===== src/rtl/timer_acc_pkg.sv =====
`default_nettype none
// ============================================================================
//  Module      : timer_acc_pkg
//  Description : Shared types and limits for the multi-channel timer
//                accumulator (channel state encoding, parameter bounds).
//  Revision    : 1.0 - initial release
// ============================================================================
package timer_acc_pkg;

    // Per-channel control state
    typedef enum logic [1:0] {
        IDLE = 2'd0,
        RUN  = 2'd1,
        DONE = 2'd2
    } state_e;

    // Supported parameter ranges
    localparam int c_NUM_CH_MIN = 1;
    localparam int c_NUM_CH_MAX = 8;
    localparam int c_WIDTH_MIN  = 8;
    localparam int c_WIDTH_MAX  = 32;

endpackage : timer_acc_pkg
`default_nettype wire


===== src/rtl/timer_acc_multi_if.sv =====
`default_nettype none
// ============================================================================
//  Module      : timer_acc_multi_if
//  Description : Flattened per-channel control and status bus of the
//                multi-channel timer accumulator. Channel i occupies
//                bit i of the 1-bit fields and slice [i*W +: W] of the
//                wide fields.
//  Revision    : 1.0 - initial release
// ============================================================================
interface timer_acc_multi_if #(
    parameter int NUM_CH = 2,
    parameter int WIDTH  = 32,
    parameter int STEP_W = 16
);
    // Control, driven by the register front end
    logic [NUM_CH-1:0]        start;
    logic [NUM_CH-1:0]        stop;
    logic [NUM_CH-1:0]        enable;
    logic [NUM_CH-1:0]        load;
    logic [NUM_CH*WIDTH-1:0]  load_val;
    logic [NUM_CH*STEP_W-1:0] step;
    logic [NUM_CH-1:0]        dir_down;
    logic [NUM_CH-1:0]        oneshot;
    logic [NUM_CH-1:0]        irq_clr;

    // Status, driven by the timer block
    logic [NUM_CH*WIDTH-1:0]  acc;
    logic [NUM_CH-1:0]        running;
    logic [NUM_CH-1:0]        tc_pulse;
    logic [NUM_CH-1:0]        irq;

    modport master (
        output start, stop, enable, load, load_val, step, dir_down, oneshot, irq_clr,
        input  acc, running, tc_pulse, irq
    );

    modport slave (
        input  start, stop, enable, load, load_val, step, dir_down, oneshot, irq_clr,
        output acc, running, tc_pulse, irq
    );

endinterface : timer_acc_multi_if
`default_nettype wire


===== src/rtl/timer_acc_ch.sv =====
`default_nettype none
// ============================================================================
//  Module      : timer_acc_ch
//  Description : One timer accumulator channel: IDLE/RUN/DONE control,
//                up/down add of a zero-extended step, terminal-count
//                detection on the WIDTH+1-bit result, periodic reload or
//                one-shot stop, and a sticky interrupt flag.
//  Revision    : 1.0 - initial release
// ============================================================================
module timer_acc_ch
    import timer_acc_pkg::*;
#(
    parameter int WIDTH  = 32,
    parameter int STEP_W = 16
) (
    input  wire logic              clk,
    input  wire logic              reset,
    input  wire logic              start_i,
    input  wire logic              stop_i,
    input  wire logic              enable_i,
    input  wire logic              load_i,
    input  wire logic [WIDTH-1:0]  load_val_i,
    input  wire logic [STEP_W-1:0] step_i,
    input  wire logic              dir_down_i,
    input  wire logic              oneshot_i,
    input  wire logic              irq_clr_i,
    output logic      [WIDTH-1:0]  acc_o,
    output logic                   running_o,
    output logic                   tc_pulse_o,
    output logic                   irq_o
);

    localparam int c_WP1 = WIDTH + 1;

    state_e           state_q, state_d;
    logic [WIDTH-1:0] acc_q, acc_d;
    logic [WIDTH-1:0] reload_q, reload_d;
    logic             tc_q;
    logic             irq_q, irq_d;

    logic [WIDTH:0]   w_step_ext;
    logic [WIDTH:0]   w_sum;
    logic [WIDTH-1:0] w_diff;
    logic             w_count;
    logic             w_tc_hit;
    logic             w_tc;

    // Arithmetic on a WIDTH+1-bit view so the up-count carry is visible and
    // the down-count test (acc <= step) covers both reaching and passing zero.
    assign w_step_ext = c_WP1'(step_i);
    assign w_sum      = {1'b0, acc_q} + w_step_ext;
    assign w_diff     = acc_q - w_step_ext[WIDTH-1:0];
    // A load in the same cycle pre-empts counting entirely.
    assign w_count    = (state_q == RUN) && enable_i && !load_i;
    assign w_tc_hit   = dir_down_i ? ({1'b0, acc_q} <= w_step_ext) : w_sum[WIDTH];
    assign w_tc       = w_count && w_tc_hit;

    // Next-state logic; stop overrides every other transition
    always_comb begin
        state_d = state_q;
        if (stop_i) begin
            state_d = IDLE;
        end else begin
            case (state_q)
                IDLE:    if (start_i) state_d = RUN;
                RUN:     if (w_tc && oneshot_i) state_d = DONE;
                DONE:    if (start_i) state_d = RUN;
                default: state_d = IDLE;
            endcase
        end
    end

    // Accumulator, reload register and sticky interrupt next values
    always_comb begin
        acc_d    = acc_q;
        reload_d = reload_q;
        if (load_i) begin
            acc_d    = load_val_i;
            reload_d = load_val_i;
        end else if (w_count) begin
            if (w_tc) begin
                if (oneshot_i) begin
                    acc_d = dir_down_i ? '0 : '1;
                end else begin
                    acc_d = reload_q;
                end
            end else begin
                acc_d = dir_down_i ? w_diff : w_sum[WIDTH-1:0];
            end
        end
        // Setting beats clearing when both happen together
        irq_d = w_tc ? 1'b1 : (irq_clr_i ? 1'b0 : irq_q);
    end

    // State and datapath registers
    always_ff @(posedge clk) begin
        if (reset) begin
            state_q  <= IDLE;
            acc_q    <= '0;
            reload_q <= '0;
            tc_q     <= 1'b0;
            irq_q    <= 1'b0;
        end else begin
            state_q  <= state_d;
            acc_q    <= acc_d;
            reload_q <= reload_d;
            tc_q     <= w_tc;
            irq_q    <= irq_d;
        end
    end

    assign acc_o      = acc_q;
    assign running_o  = (state_q == RUN);
    assign tc_pulse_o = tc_q;
    assign irq_o      = irq_q;

endmodule : timer_acc_ch
`default_nettype wire


===== src/rtl/timer_acc_multi.sv =====
`default_nettype none
// ============================================================================
//  Module      : timer_acc_multi
//  Description : Parametrised multi-channel timer accumulator. Replicates
//                one independent timer_acc_ch per channel and slices the
//                flattened bus fields onto each copy.
//  Revision    : 1.0 - initial release
// ============================================================================
module timer_acc_multi
    import timer_acc_pkg::*;
#(
    parameter int NUM_CH = 2,
    parameter int WIDTH  = 32,
    parameter int STEP_W = 16
) (
    input  wire logic         clk,
    input  wire logic         reset,
    timer_acc_multi_if.slave  bus
);

    // One channel per lane; lanes share only the clock and reset
    for (genvar i = 0; i < NUM_CH; i++) begin : g_ch
        timer_acc_ch #(
            .WIDTH  (WIDTH),
            .STEP_W (STEP_W)
        ) u_ch (
            .clk        (clk),
            .reset      (reset),
            .start_i    (bus.start[i]),
            .stop_i     (bus.stop[i]),
            .enable_i   (bus.enable[i]),
            .load_i     (bus.load[i]),
            .load_val_i (bus.load_val[i*WIDTH +: WIDTH]),
            .step_i     (bus.step[i*STEP_W +: STEP_W]),
            .dir_down_i (bus.dir_down[i]),
            .oneshot_i  (bus.oneshot[i]),
            .irq_clr_i  (bus.irq_clr[i]),
            .acc_o      (bus.acc[i*WIDTH +: WIDTH]),
            .running_o  (bus.running[i]),
            .tc_pulse_o (bus.tc_pulse[i]),
            .irq_o      (bus.irq[i])
        );
    end

endmodule : timer_acc_multi
`default_nettype wire


===== src/flat_wrapper.sv =====
// flat-port wrapper written by rule: the top's interface ports become plain ports
module timer_acc_multi_flat import timer_acc_pkg::*;
#(
    parameter int NUM_CH = 2,
    parameter int WIDTH  = 32,
    parameter int STEP_W = 16
)
  (clk, reset, bus_start, bus_stop, bus_enable, bus_load, bus_load_val, bus_step, bus_dir_down, bus_oneshot, bus_irq_clr, bus_acc, bus_running, bus_tc_pulse, bus_irq);
  timer_acc_multi_if #(.NUM_CH(NUM_CH), .WIDTH(WIDTH), .STEP_W(STEP_W)) bus_i ();
  input  wire logic clk;
  input  wire logic reset;
  input wire logic [$bits(bus_i.start)-1:0] bus_start;
  input wire logic [$bits(bus_i.stop)-1:0] bus_stop;
  input wire logic [$bits(bus_i.enable)-1:0] bus_enable;
  input wire logic [$bits(bus_i.load)-1:0] bus_load;
  input wire logic [$bits(bus_i.load_val)-1:0] bus_load_val;
  input wire logic [$bits(bus_i.step)-1:0] bus_step;
  input wire logic [$bits(bus_i.dir_down)-1:0] bus_dir_down;
  input wire logic [$bits(bus_i.oneshot)-1:0] bus_oneshot;
  input wire logic [$bits(bus_i.irq_clr)-1:0] bus_irq_clr;
  output wire logic [$bits(bus_i.acc)-1:0] bus_acc;
  output wire logic [$bits(bus_i.running)-1:0] bus_running;
  output wire logic [$bits(bus_i.tc_pulse)-1:0] bus_tc_pulse;
  output wire logic [$bits(bus_i.irq)-1:0] bus_irq;
  assign bus_i.start = bus_start;
  assign bus_i.stop = bus_stop;
  assign bus_i.enable = bus_enable;
  assign bus_i.load = bus_load;
  assign bus_i.load_val = bus_load_val;
  assign bus_i.step = bus_step;
  assign bus_i.dir_down = bus_dir_down;
  assign bus_i.oneshot = bus_oneshot;
  assign bus_i.irq_clr = bus_irq_clr;
  assign bus_acc = bus_i.acc;
  assign bus_running = bus_i.running;
  assign bus_tc_pulse = bus_i.tc_pulse;
  assign bus_irq = bus_i.irq;
  timer_acc_multi #(.NUM_CH(NUM_CH), .WIDTH(WIDTH), .STEP_W(STEP_W)) u_core (.clk(clk), .reset(reset), .bus(bus_i));
endmodule

===== config.mk =====
export PLATFORM = sky130hd
export DESIGN_NAME = timer_acc_multi_flat
export DESIGN_NICKNAME = d
export VERILOG_FILES = /design/src/rtl/timer_acc_pkg.sv /design/src/rtl/timer_acc_multi_if.sv /design/src/rtl/timer_acc_ch.sv /design/src/rtl/timer_acc_multi.sv /design/src/flat_wrapper.sv
export SDC_FILE = /design/constraint.sdc
export NUM_CORES = 1
export LEC_CHECK = 0
export CAP_MARGIN = 15
export CORE_ASPECT_RATIO = 0.7
export CORE_MARGIN = 1.5
export CORE_UTILIZATION = 32
export DETAILED_ROUTE_END_ITERATION = 8
export GPL_ROUTABILITY_DRIVEN = 0
export GPL_TIMING_DRIVEN = 0
export PLACE_DENSITY = 0.59
export SYNTH_ARGS = -nofsm -noshare
export SYNTH_HDL_FRONTEND = slang
export SYNTH_SLANG_ARGS = --single-unit

===== constraint.sdc =====
create_clock -name clk -period 5.7 [get_ports clk]
set_input_delay 0.57 -clock clk [delete_from_list [all_inputs] [get_ports clk]]
set_output_delay 0.57 -clock clk [all_outputs]
set_load 0.05 [all_outputs]

; Word level (Yosys, flattened, before mapping)
; Index checks and enable logic that the tools add are counted.
[totals]
inputBits = 112
register_bits = 136
out_inout_bits = 70
elab_cells = 70
[op_classes]
n_eq_ne = 8
muxes = 24
add_sub_neg = 4
n_reduce_logical = 22
order_cmp = 2
[ops]
columns = operator, n
row1 = $mux W32, 12
row2 = $add A32 B16 Y33, 2
row3 = $le A32 B16 Y1, 2
row4 = $sub A32 B16 Y32, 2
row5 = $logic_and A1 B1 Y1, 8
row6 = $mux W2, 4
row7 = $ne A2 B1 Y1 const B, 4
row8 = $pmux W2 S2, 2
row9 = $reduce_bool A2 Y1, 4
row10 = $reduce_or A2 Y1, 4
row11 = $mux W1, 6
row12 = $eq A2 B1 Y1 const B, 2
row13 = $eq A2 B2 Y1 const B, 2
row14 = $logic_not A2 Y1, 2
row15 = $reduce_and A2 Y1, 2
row16 = $logic_not A1 Y1, 2

; Longest topological paths before layout
[logic_depth]
ltp_word = 7
mapped_depth = 15
ltp_nobuf = 13

; Cells and area by module
; A second synthesis with hierarchy kept.
[hier_totals]
cells_unflattened = 1502
hier_area_um2 = 11089.4
[modules_own_cells]
columns = module, n_inst, cells_per_inst, seq_area_each_um2, area_each_um2
row1 = timer_acc_ch at u_core.g_ch[1].u_ch, 1, 742, 1361.3, 5586.6
row2 = timer_acc_ch at u_core.g_ch[0].u_ch, 1, 760, 1361.3, 5502.8

; Worst setup path after synthesis
; Ideal clock, no wire load.
[synth_timing]
path_type = reg-to-reg
startpoint = reg u_core.g_ch[0].u_ch.acc_q[1]
endpoint = reg u_core.g_ch[0].u_ch.acc_q[23]
n_path_buf = 0
arrival_time_ns = 3.306
stages_incl_launch_ff = 12
period_less_slack_ns = 3.436
required_ns = 5.570
setup_slack_ns = 2.264
setup_ns = 0.130
path_cell_list = dfxtp_1 > inv_1 > fa_1 > or2_2 > a221oi_1 > o21ai_1 > nand4b_1 > nand2_1 > o2111ai_1 > and3_1 > nor3_1 > o22ai_1
[synth_via]
elab_chain_cells = 6
word_cells_on_any_way = 9
cone_classes = add/sub (2) / order compare (1) / mux (5) / reduce/logical (1)
[synth_rtl]
columns = element, line_no
row1 = start: declaration, timer_acc_ch.sv:36  ; logic [WIDTH-1:0] acc_q, acc_d;
row2 = start signal: assignment, timer_acc_ch.sv:99  ; acc_q <= '0;
row3 = start signal: assignment, timer_acc_ch.sv:105  ; acc_q <= acc_d;
row4 = $add A32 B16 Y33 / $le A32 B16 Y1 (equally long branches), "timer_acc_ch.sv:51, timer_acc_ch.sv:55"
row5 = $mux W1, timer_acc_ch.sv:55  ; assign w_tc_hit = dir_down_i ? ({1'b0, acc_q} <= w_step_ext) : w_sum[WIDTH];
row6 = $logic_and A1 B1 Y1, timer_acc_ch.sv:56  ; assign w_tc = w_count && w_tc_hit;
row7 = $mux W32 (*), timer_acc_ch.sv:81  ; if (w_tc) begin
row8 = $mux W32 (*), timer_acc_ch.sv:80  ; end else if (w_count) begin
row9 = $mux W32 (*), timer_acc_ch.sv:77  ; if (load_i) begin
; Every way passes the cells marked *; elsewhere a longest branch is shown, timed or not. The select of a mux whose other input is x is not followed.
; A chain may end at the register's enable or synchronous reset.

; Final worst setup path
[layout_timing]
startpoint = in bus_step[0]
endpoint = reg u_core.g_ch[0].u_ch.acc_q[23]
[layout_via]
elab_chain_cells = 6
word_cells_on_any_way = 9
cone_classes = add/sub (2) / order compare (1) / mux (5) / reduce/logical (1)
[layout_rtl]
columns = element, line_no
row1 = start: declaration, flat_wrapper.sv:17  ; input wire logic [$bits(bus_i.step)-1:0] bus_step;
row2 = $add A32 B16 Y33 / $le A32 B16 Y1 (equally long branches), "timer_acc_ch.sv:51, timer_acc_ch.sv:55"
row3 = $mux W1, timer_acc_ch.sv:55
row4 = $logic_and A1 B1 Y1, timer_acc_ch.sv:56
row5 = $mux W32 (*), timer_acc_ch.sv:81
row6 = $mux W32 (*), timer_acc_ch.sv:80
row7 = $mux W32 (*), timer_acc_ch.sv:77
; Marks and branches as above.

==> results.md <==
- The detailed router finished its first iteration with 1713 violations.
- The final worst-path setup slack is 1258 ps.
- Summed over all layers, the routed wires come to around 50000 µm.
- The leading area contributor after synthesis is dfxtp_1.
- The maximum count of clock buffers along a single path is 2.
- The number of distinct library cell variants in the gate-level netlist after synthesis is 90.
- The number of antenna violations at the first check in global routing came to 1.
- Adding up every negative setup slack in the final design gives 0 ps.
- The die outline width is between 200 and 250 µm.
- The total number of vias is 13.18k.
- The max capacitance violation total is 0.
- Once detailed placement completed, the half-perimeter wirelength came to approximately 40000 µm.
- Before antenna repair, the detailed router went through 8 iterations.
- The final routed wire length divided by cell count is ~22 µm.
- Prior to clock tree synthesis, the placed netlist has a worst setup slack of between 1000 and 1500 ps.
- Static timing analysis puts the maximum clock frequency at ~0.23 GHz.
- The mean instance size in the synthesized netlist is around 7.3 µm².
- The first global-routing pass estimated between 70000 and 80000 µm of wire.
- Entering global routing, the biggest net connects 17 pins.
- The area added between synthesis and finish is 26.09%.
- Along the worst path, the maximum fanout reaches 10.
- After synthesis, the cell types taking the most area are dfxtp_1, ha_1, a21oi_1, nand2_1, o21ai_0.
- The number of instances on the worst hold path is 2.
- Port buffering added ~180 buffers.
- Measured against its own limit, the worst slew margin works out to between 30% and 40%.
- For this run, design rule violations remaining after detail routing come to 0.
- Synthesis produced a netlist whose cell count is around 1.5k.
- IR analysis of the VDD net gives a maximum drop of just under 200 µV.
- In this run the number of H-tree levels came out at 4.
- For the final database, setup skew stands at 10.50 ps.
- The number of nets produced by synthesis is roughly 1.7k.
- The hold buffer count at CTS is 0.
- The TritonCTS clock tree is done.
- The total global routing track utilization is a little over a quarter.
- In this run the cell area of the synthesized design comes to between 10000 and 15000 µm².
- The floorplan has between 50 and 60 rows.
- The routed via count divided by cell count is 5.933.
- After synthesis, the most frequently instantiated cells are nand2_1, nor2_1, dfxtp_1.
- The slew at the pin closest to its max-slew limit is between 900 and 1000 ps.
- The number of synthesized register bits is 136.
- After clock tree synthesis, the clock-pin slew on the worst setup and hold paths is approximately 70 ps.
- In this run, post-CTS repair resized a total of 0 instances.
- The required time reported for the critical path endpoint is 6000 ps.
- The number of pins exceeding their max-slew limit in the final report was 0.
- The final period utilization is between 70% and 80%.
- The part of the Yosys area used for sequential elements is between 20% and 30%.
- Of all flip-flops after synthesis, the portion carrying an async set or reset was 0%.
- The count of flip-flops with a built-in enable after synthesis is 0.
- The number of buffers added by the clock tree synthesis step is 17.
- The cell depth of the worst flop-to-flop path is 11.
- The category of the worst setup path launch point is a primary input.
- The worst setup path is of the in -> reg kind.
- The number of nets with antenna violations after routing is 0.
- The final period demand of the worst path is between 4000 and 5000 ps.
- The share of synthesized area in the top cell type comes to between 20% and 30%.
- The Yosys step of the flow raised 0 warnings.
- In the final design database the tool counted approximately 1.9k nets.
- For this run the aggregate overflow at the end of global routing stands at 0.
- In the final layout, the share of cells above drive strength 1 is 6.121%.
- The run finished with clean final reports.
- Setup violations remaining at the end of the flow were counted as 0.
- The floorplan step defined a die boundary enclosing 36360 µm².
- The completed layout was analyzed and its total power is between 0.003 and 0.004 W.
- The total area inside the core boundary comes to about 35000 µm².
- For this design the top-level I/O count stands at about 180.
- The final number of hold-violating endpoints is 0.
- The main flop type after synthesis is dfxtp_1.
- The clock reaches the later pin of the worst-skew pair after about 440 ps.
- For the worst setup path, the data arrival time is 4740 ps.
- The die extent in y is 160.0 µm.
- In this run the power density over the cells is between 200 and 250 nW/µm².
- The type of destination of the critical path is a flop.
- The via count of the first global-routing pass is 11.96k.
- The tightest min-delay check is of the reg -> reg type.
- In this run the static leakage power is about 5.6 nW.
- Clock tree synthesis selected as its root buffer the cell clkbuf_16.
- Setup repair after global routing left no endpoint under its margin.
- After clock tree synthesis, the setup repair step added 0 buffers.
- Among all cell types in the netlist, the one instantiated most often is nand2_1.
- The clock drives approximately 140 sinks.
- Once the floorplan was initialized, standard cells occupied between 30 and 40% of the core.
[final cells by class]
cell class,instances,area [µm²]
Clock inverter,13,121.4
Timing Repair Buffer,177,1772
Multi-Input combinational cell,1199,7682
Inverter,84,315.3
Fill cell,3657,20450
Clock buffer,19,452.9
Sequential cell,136,2723
Antenna cell,1,2.502
Tap cell,472,590.6
Buffer,120,546.8
[metrics by stage]
stage,hold WS [ps],cells,util [%],instance area (µm²)
floorplan,433.2,1539,-,11270
global placement,445.7,2188,39.32,13630
detailed placement,452.2,2188,39.32,13630
CTS,462.1,2220,40.98,14200
global route,480.4,2220,40.98,14200
finish,462.5,2221,40.99,14210
[per-layer routing]
layer	share of wire, %	track usage (%)
met1	48	42.28
met2	38	34.58
met3	12	8.280
met4	1.4	6.321
met5	0	0
[registers in the layout, indices dropped and copies added, names as in the netlist]
| signal | count |
|---|---|
| u_core.g_ch.u_ch.acc_o | 64 |
| u_core.g_ch.u_ch.irq_o | 2 |
| u_core.g_ch.u_ch.reload_q | 64 |
| u_core.g_ch.u_ch.state_q | 4 |
| u_core.g_ch.u_ch.tc_pulse_o | 2 |
[cell families (layout without fill, tap and decap cells)]
family,after synthesis,count (layout),share of synthesized area [%]
AOI/OAI and AO/OA,490,490,28.68
xor gates and xnor gates,41,41,3.187
adders and majority gates,68,68,7.818
buffers and inverters,204,413,7.651
DFF,136,136,24.16
muxes,56,56,5.042
other,0,1,0
and+or+nand+nor,544,544,23.45
[final timing paths]
path | endpoint | from | slack [ps]
worst min-delay path | u_core.g_ch[0].u_ch.reload_q[0] | u_core.g_ch[0].u_ch.reload_q[0] | 460
worst max register to register | u_core.g_ch[0].u_ch.acc_o[23] | u_core.g_ch[0].u_ch.acc_o[1] | 1510
worst min register to register | u_core.g_ch[0].u_ch.reload_q[0] | u_core.g_ch[0].u_ch.reload_q[0] | 460
worst max-delay path | u_core.g_ch[0].u_ch.acc_o[23] | bus_step[0] | 1260
[power breakdown]
group / total, W / leakage [nW] / internal [W] / switching [W]
Sequential: 0.00108 / 1.12 / 0.00102 / 0.0000689
Combinational: 0.00123 / 4.20 / 0.000445 / 0.000782
Clock: 0.00111 / 0.268 / 0.000626 / 0.000487
[worst max-delay path: stages]
cell	delay (ps)
clkdlybuf4s50_1	520
ha_1	200
inv_1	60
fa_1	390
or2_2	300
a221oi_1	470
o21ai_1	240
nand4b_1	360
nand2_1	400
o2111ai_1	550
and3_1	380
nor3_1	180
o22ai_1	100
[layout by cell type (no fill, tap or decap), drive strengths merged, types with 8 or more instances in the layout]
cell / Yosys / final
clkdlybuf4s50: 0 / 177
nand2: 161 / 161
nor2: 146 / 146
dfxtp: 136 / 136
a21oi: 123 / 123
o21ai: 121 / 121
clkbuf: 81 / 100
inv: 81 / 84
ha: 64 / 64
nor3: 56 / 56
mux2i: 50 / 50
nand3: 41 / 41
buf: 39 / 39
a31oi: 33 / 33
xnor2: 32 / 32
a211oi: 26 / 26
o221ai: 23 / 23
o211ai: 21 / 21
nor4: 18 / 18
and3: 17 / 17
nand4: 17 / 17
o31ai: 16 / 16
a221oi: 15 / 15
a21o: 14 / 14
nor2b: 13 / 13
o22ai: 13 / 13
nand2b: 13 / 13
o21a: 13 / 13
or2: 11 / 11
a2111oi: 11 / 11
a22oi: 10 / 10
or3: 10 / 10
xor2: 9 / 9
and2: 8 / 8
(Power assumes the default switching activity.)
==> RTL change: new RTL, same flow settings <==
`STEP_W` is set to 16 in 4 places; all go to 24.
--- a/src/rtl/timer_acc_multi_if.sv
+++ b/src/rtl/timer_acc_multi_if.sv
@@ -10,7 +10,7 @@
 interface timer_acc_multi_if #(
     parameter int NUM_CH = 2,
     parameter int WIDTH  = 32,
-    parameter int STEP_W = 16
+    parameter int STEP_W = 24
 );
     // Control, driven by the register front end
     logic [NUM_CH-1:0]        start;
--- a/src/rtl/timer_acc_ch.sv
+++ b/src/rtl/timer_acc_ch.sv
@@ -11,7 +11,7 @@
     import timer_acc_pkg::*;
 #(
     parameter int WIDTH  = 32,
-    parameter int STEP_W = 16
+    parameter int STEP_W = 24
 ) (
     input  wire logic              clk,
     input  wire logic              reset,
--- a/src/rtl/timer_acc_multi.sv
+++ b/src/rtl/timer_acc_multi.sv
@@ -11,7 +11,7 @@
 #(
     parameter int NUM_CH = 2,
     parameter int WIDTH  = 32,
-    parameter int STEP_W = 16
+    parameter int STEP_W = 24
 ) (
     input  wire logic         clk,
     input  wire logic         reset,
--- a/src/flat_wrapper.sv
+++ b/src/flat_wrapper.sv
@@ -3,7 +3,7 @@
 #(
     parameter int NUM_CH = 2,
     parameter int WIDTH  = 32,
-    parameter int STEP_W = 16
+    parameter int STEP_W = 24
 )
   (clk, reset, bus_start, bus_stop, bus_enable, bus_load, bus_load_val, bus_step, bus_dir_down, bus_oneshot, bus_irq_clr, bus_acc, bus_running, bus_tc_pulse, bus_irq);
   timer_acc_multi_if #(.NUM_CH(NUM_CH), .WIDTH(WIDTH), .STEP_W(STEP_W)) bus_i ();
Interface: changed (resized bus_step); port bits go from 182 to 198. The function was not compared with the original's and may differ.
==> RTL change against the original RTL <==
Clock skew is 0.0018 ns higher; register-to-register slack better by 0.07 ns; sequential power barely moved; fmax rose by 0.71%; critical endpoint is now u_core.g_ch[0].u_ch.acc_o[27]; sequential cell count did not move; worst setup slack better by 0.031 ns; first-iteration DRC count shrank 0.53%; routed wire length up 4.9%; cell count is 5.4% higher; combinational power increased by 7%; cell area grew 7.8%; total power grew 4.4%; sequential share of layout area shrank 1.4 points; area after synthesis rose by 7.6%.
==> RTL change: results (changes against the original RTL) <==
- Final net count: 2,059 (was 1,915)
- Worst-case clock skew: 0.01227 ns (was 0.01050 ns)
- Maximum fanout along the worst path: 8 (was 10)
- Clk buf depth: 2 (unchanged)
- Top cell family by delay on the critical path: compound AO/OA/AOI/OAI gates (was simple AND/OR/NAND/NOR gates)
- Data arrival, critical path: 4.75 ns (was 4.74 ns)
- P_leak: 6.169 nW (was 5.590 nW)
- Min-Delay Path Depth: 2 (unchanged)
- First-pass GRT wire length: 77,760 microns (was 73,970 microns)
- Setup ws final: 1.290 ns (was 1.258 ns)
- Hpwl dp: 41,540 microns (was 39,170 microns)
- DR pass1 iterations: 6 (was 8)
- GRT Overall Usage: 25.87% (was 26.96%)
- Status: finished, final reports clean (unchanged)
- Maximum vdd ir drop: 0.2263 mV (was 0.1928 mV)
- HP Start: u_core.g_ch[1].u_ch.reload_q[31] (was u_core.g_ch[0].u_ch.reload_q[0])
- Synthesized net count: 1,845 (was 1,719)
- WL met2: 19,880 microns (was 19,050 microns)
- Count of cell types in the netlist: 96 (was 90)
- Share of the yosys chip area belonging to registers: 22.45% (was 24.16%)
- DP Area: 0.01468 sq mm (was 0.01363 sq mm)
- Hold WS: 0.4604 ns (was 0.4625 ns)
- Synth top cells by count: 169 x nor2_1, 150 x a21oi_1, 136 x dfxtp_1 (was 161 x nand2_1, 145 x nor2_1, 136 x dfxtp_1)
- Synth Area in Compound Gates: 31.10% (was 28.68%)
- Post-DR wirelength/cell: 22.38 microns (was 22.48 microns)
- Number of global-route vias before repair: 12,800 (was 11,960)
- Initial DRC Count: 1,704 (was 1,713)
- Share of cells above drive strength 1: 6.128% (was 6.121%)
- Slew HR: 23.74% (was 35.03%)
- Hold EP: u_core.g_ch[1].u_ch.reload_q[31] (was u_core.g_ch[0].u_ch.reload_q[0])
- Skew-Pair Late Insertion Delay: 0.45 ns
- Post-Route M1 WL: 25,430 microns (was 24,090 microns)
- Port Buffers: 194 (was 177)
- Worst r2r src: u_core.g_ch[0].u_ch.acc_o[15] (was u_core.g_ch[0].u_ch.acc_o[1])
- Depth of the most critical reg-to-reg path: 13 (was 11)
- Synth Area in Adders: 10.57% (was 7.818%)
- Antenna violations before repair: 7 (was 1)
- Leading post-synthesis cells by cell area: dfxtp_1 22%, ha_1 9.9%, a21oi_1 6.2% (was dfxtp_1 24%, ha_1 7.1%, a21oi_1 5.4%)
- Vias: 13,900 (was 13,180)
- XOR/XNOR share of the synthesized area: 3.901% (was 3.187%)
- R2r endpoint: u_core.g_ch[0].u_ch.acc_o[29] (was u_core.g_ch[0].u_ch.acc_o[23])
- R2r setup slk: 1.58 ns (was 1.51 ns)
- Pre-CTS WS: 1.014 ns (was 1.029 ns)
- Routed wire length: 52,390 microns (was 49,940 microns)
- Cell count after synthesis: 1,617 (was 1,539)
- Sw Ratio: 38.70% (was 39.09%)
- CP max stage delay: 0.86 ns (was 0.55 ns)
- Post-synthesis mux area share: 5.975% (was 5.042%)
- EDFF count, synth: 0 (unchanged)
- Crit-path slowest cell: o41ai_1 (was o2111ai_1)
- Placed instance count: 2,299 (was 2,188)
-- RTL change: changes by cell type after synthesis, moves of 13 or more --
cell / before / now
a21oi_1: 122 / 150
ha_1: 64 / 96
inv_1: 81 / 103
mux2i_1: 50 / 69
nand2_1: 161 / 108
nand3_1: 41 / 22
nor2_1: 145 / 169
o21ai_1: 3 / 16
xnor2_1: 32 / 50
-- RTL change: worst max path at each step --
stage,from,to,cells after the start
floorplan,u_core.g_ch[1].u_ch.acc_o[1],u_core.g_ch[1].u_ch.acc_o[1],12
global placement,bus_step[15],u_core.g_ch[0].u_ch.acc_o[29],15
detailed placement,bus_step[15],u_core.g_ch[0].u_ch.acc_o[29],15
CTS,bus_step[15],u_core.g_ch[0].u_ch.acc_o[29],15
global route,bus_step[15],u_core.g_ch[0].u_ch.acc_o[29],15
finish,bus_step[2],u_core.g_ch[0].u_ch.acc_o[27],13
-- RTL change: layer usage --
layer  track usage (%)  vias up
met3             7.414       65
met1             39.98     6655
li1                  -     6378
met5                 0        -
met2             33.78      806
met4             7.069        0
-- RTL change: cells by family (layout without fill, tap and decap cells) --
family                   after synthesis  count (layout)
buffers and inverters                228             455
flip-flops                           136             136
XOR/XNOR                              54              54
other                                  0               9
AO/OA/AOI/OAI                        562             562
multiplexers                          71              71
adder cells (fa/ha/maj)              100             100
AND/OR/NAND/NOR                      466             466
-- RTL change: worst min-delay path, cell delays in order, from the launching register on --
cell	delay (ns)
dfxtp_1	0.31
nand2_1	0.05
a21oi_1	0.05
-- RTL change: final cells by class --
type,instances,area [sq um]
Fill cell,3843,21970
Multi-Input combinational cell,1253,8459
Sequential cell,136,2723
Timing Repair Buffer,195,1949
Tap cell,488,610.6
Buffer,116,523.0
Clock buffer,18,429.2
Inverter,112,420.4
Clock inverter,14,172.7
Antenna cell,9,22.52
-- RTL change: power by group through the flow --
stage          Clock, mW  Combinational [mW]  Sequential (mW)
6_report            1.19                1.31             1.08
5_1_grt             1.24                1.40             1.09
4_1_cts             1.20                1.27             1.08
3_5_place_dp           0                1.27             1.10
3_3_place_gp           0                1.26             1.10
2_1_floorplan          0               0.726             1.19
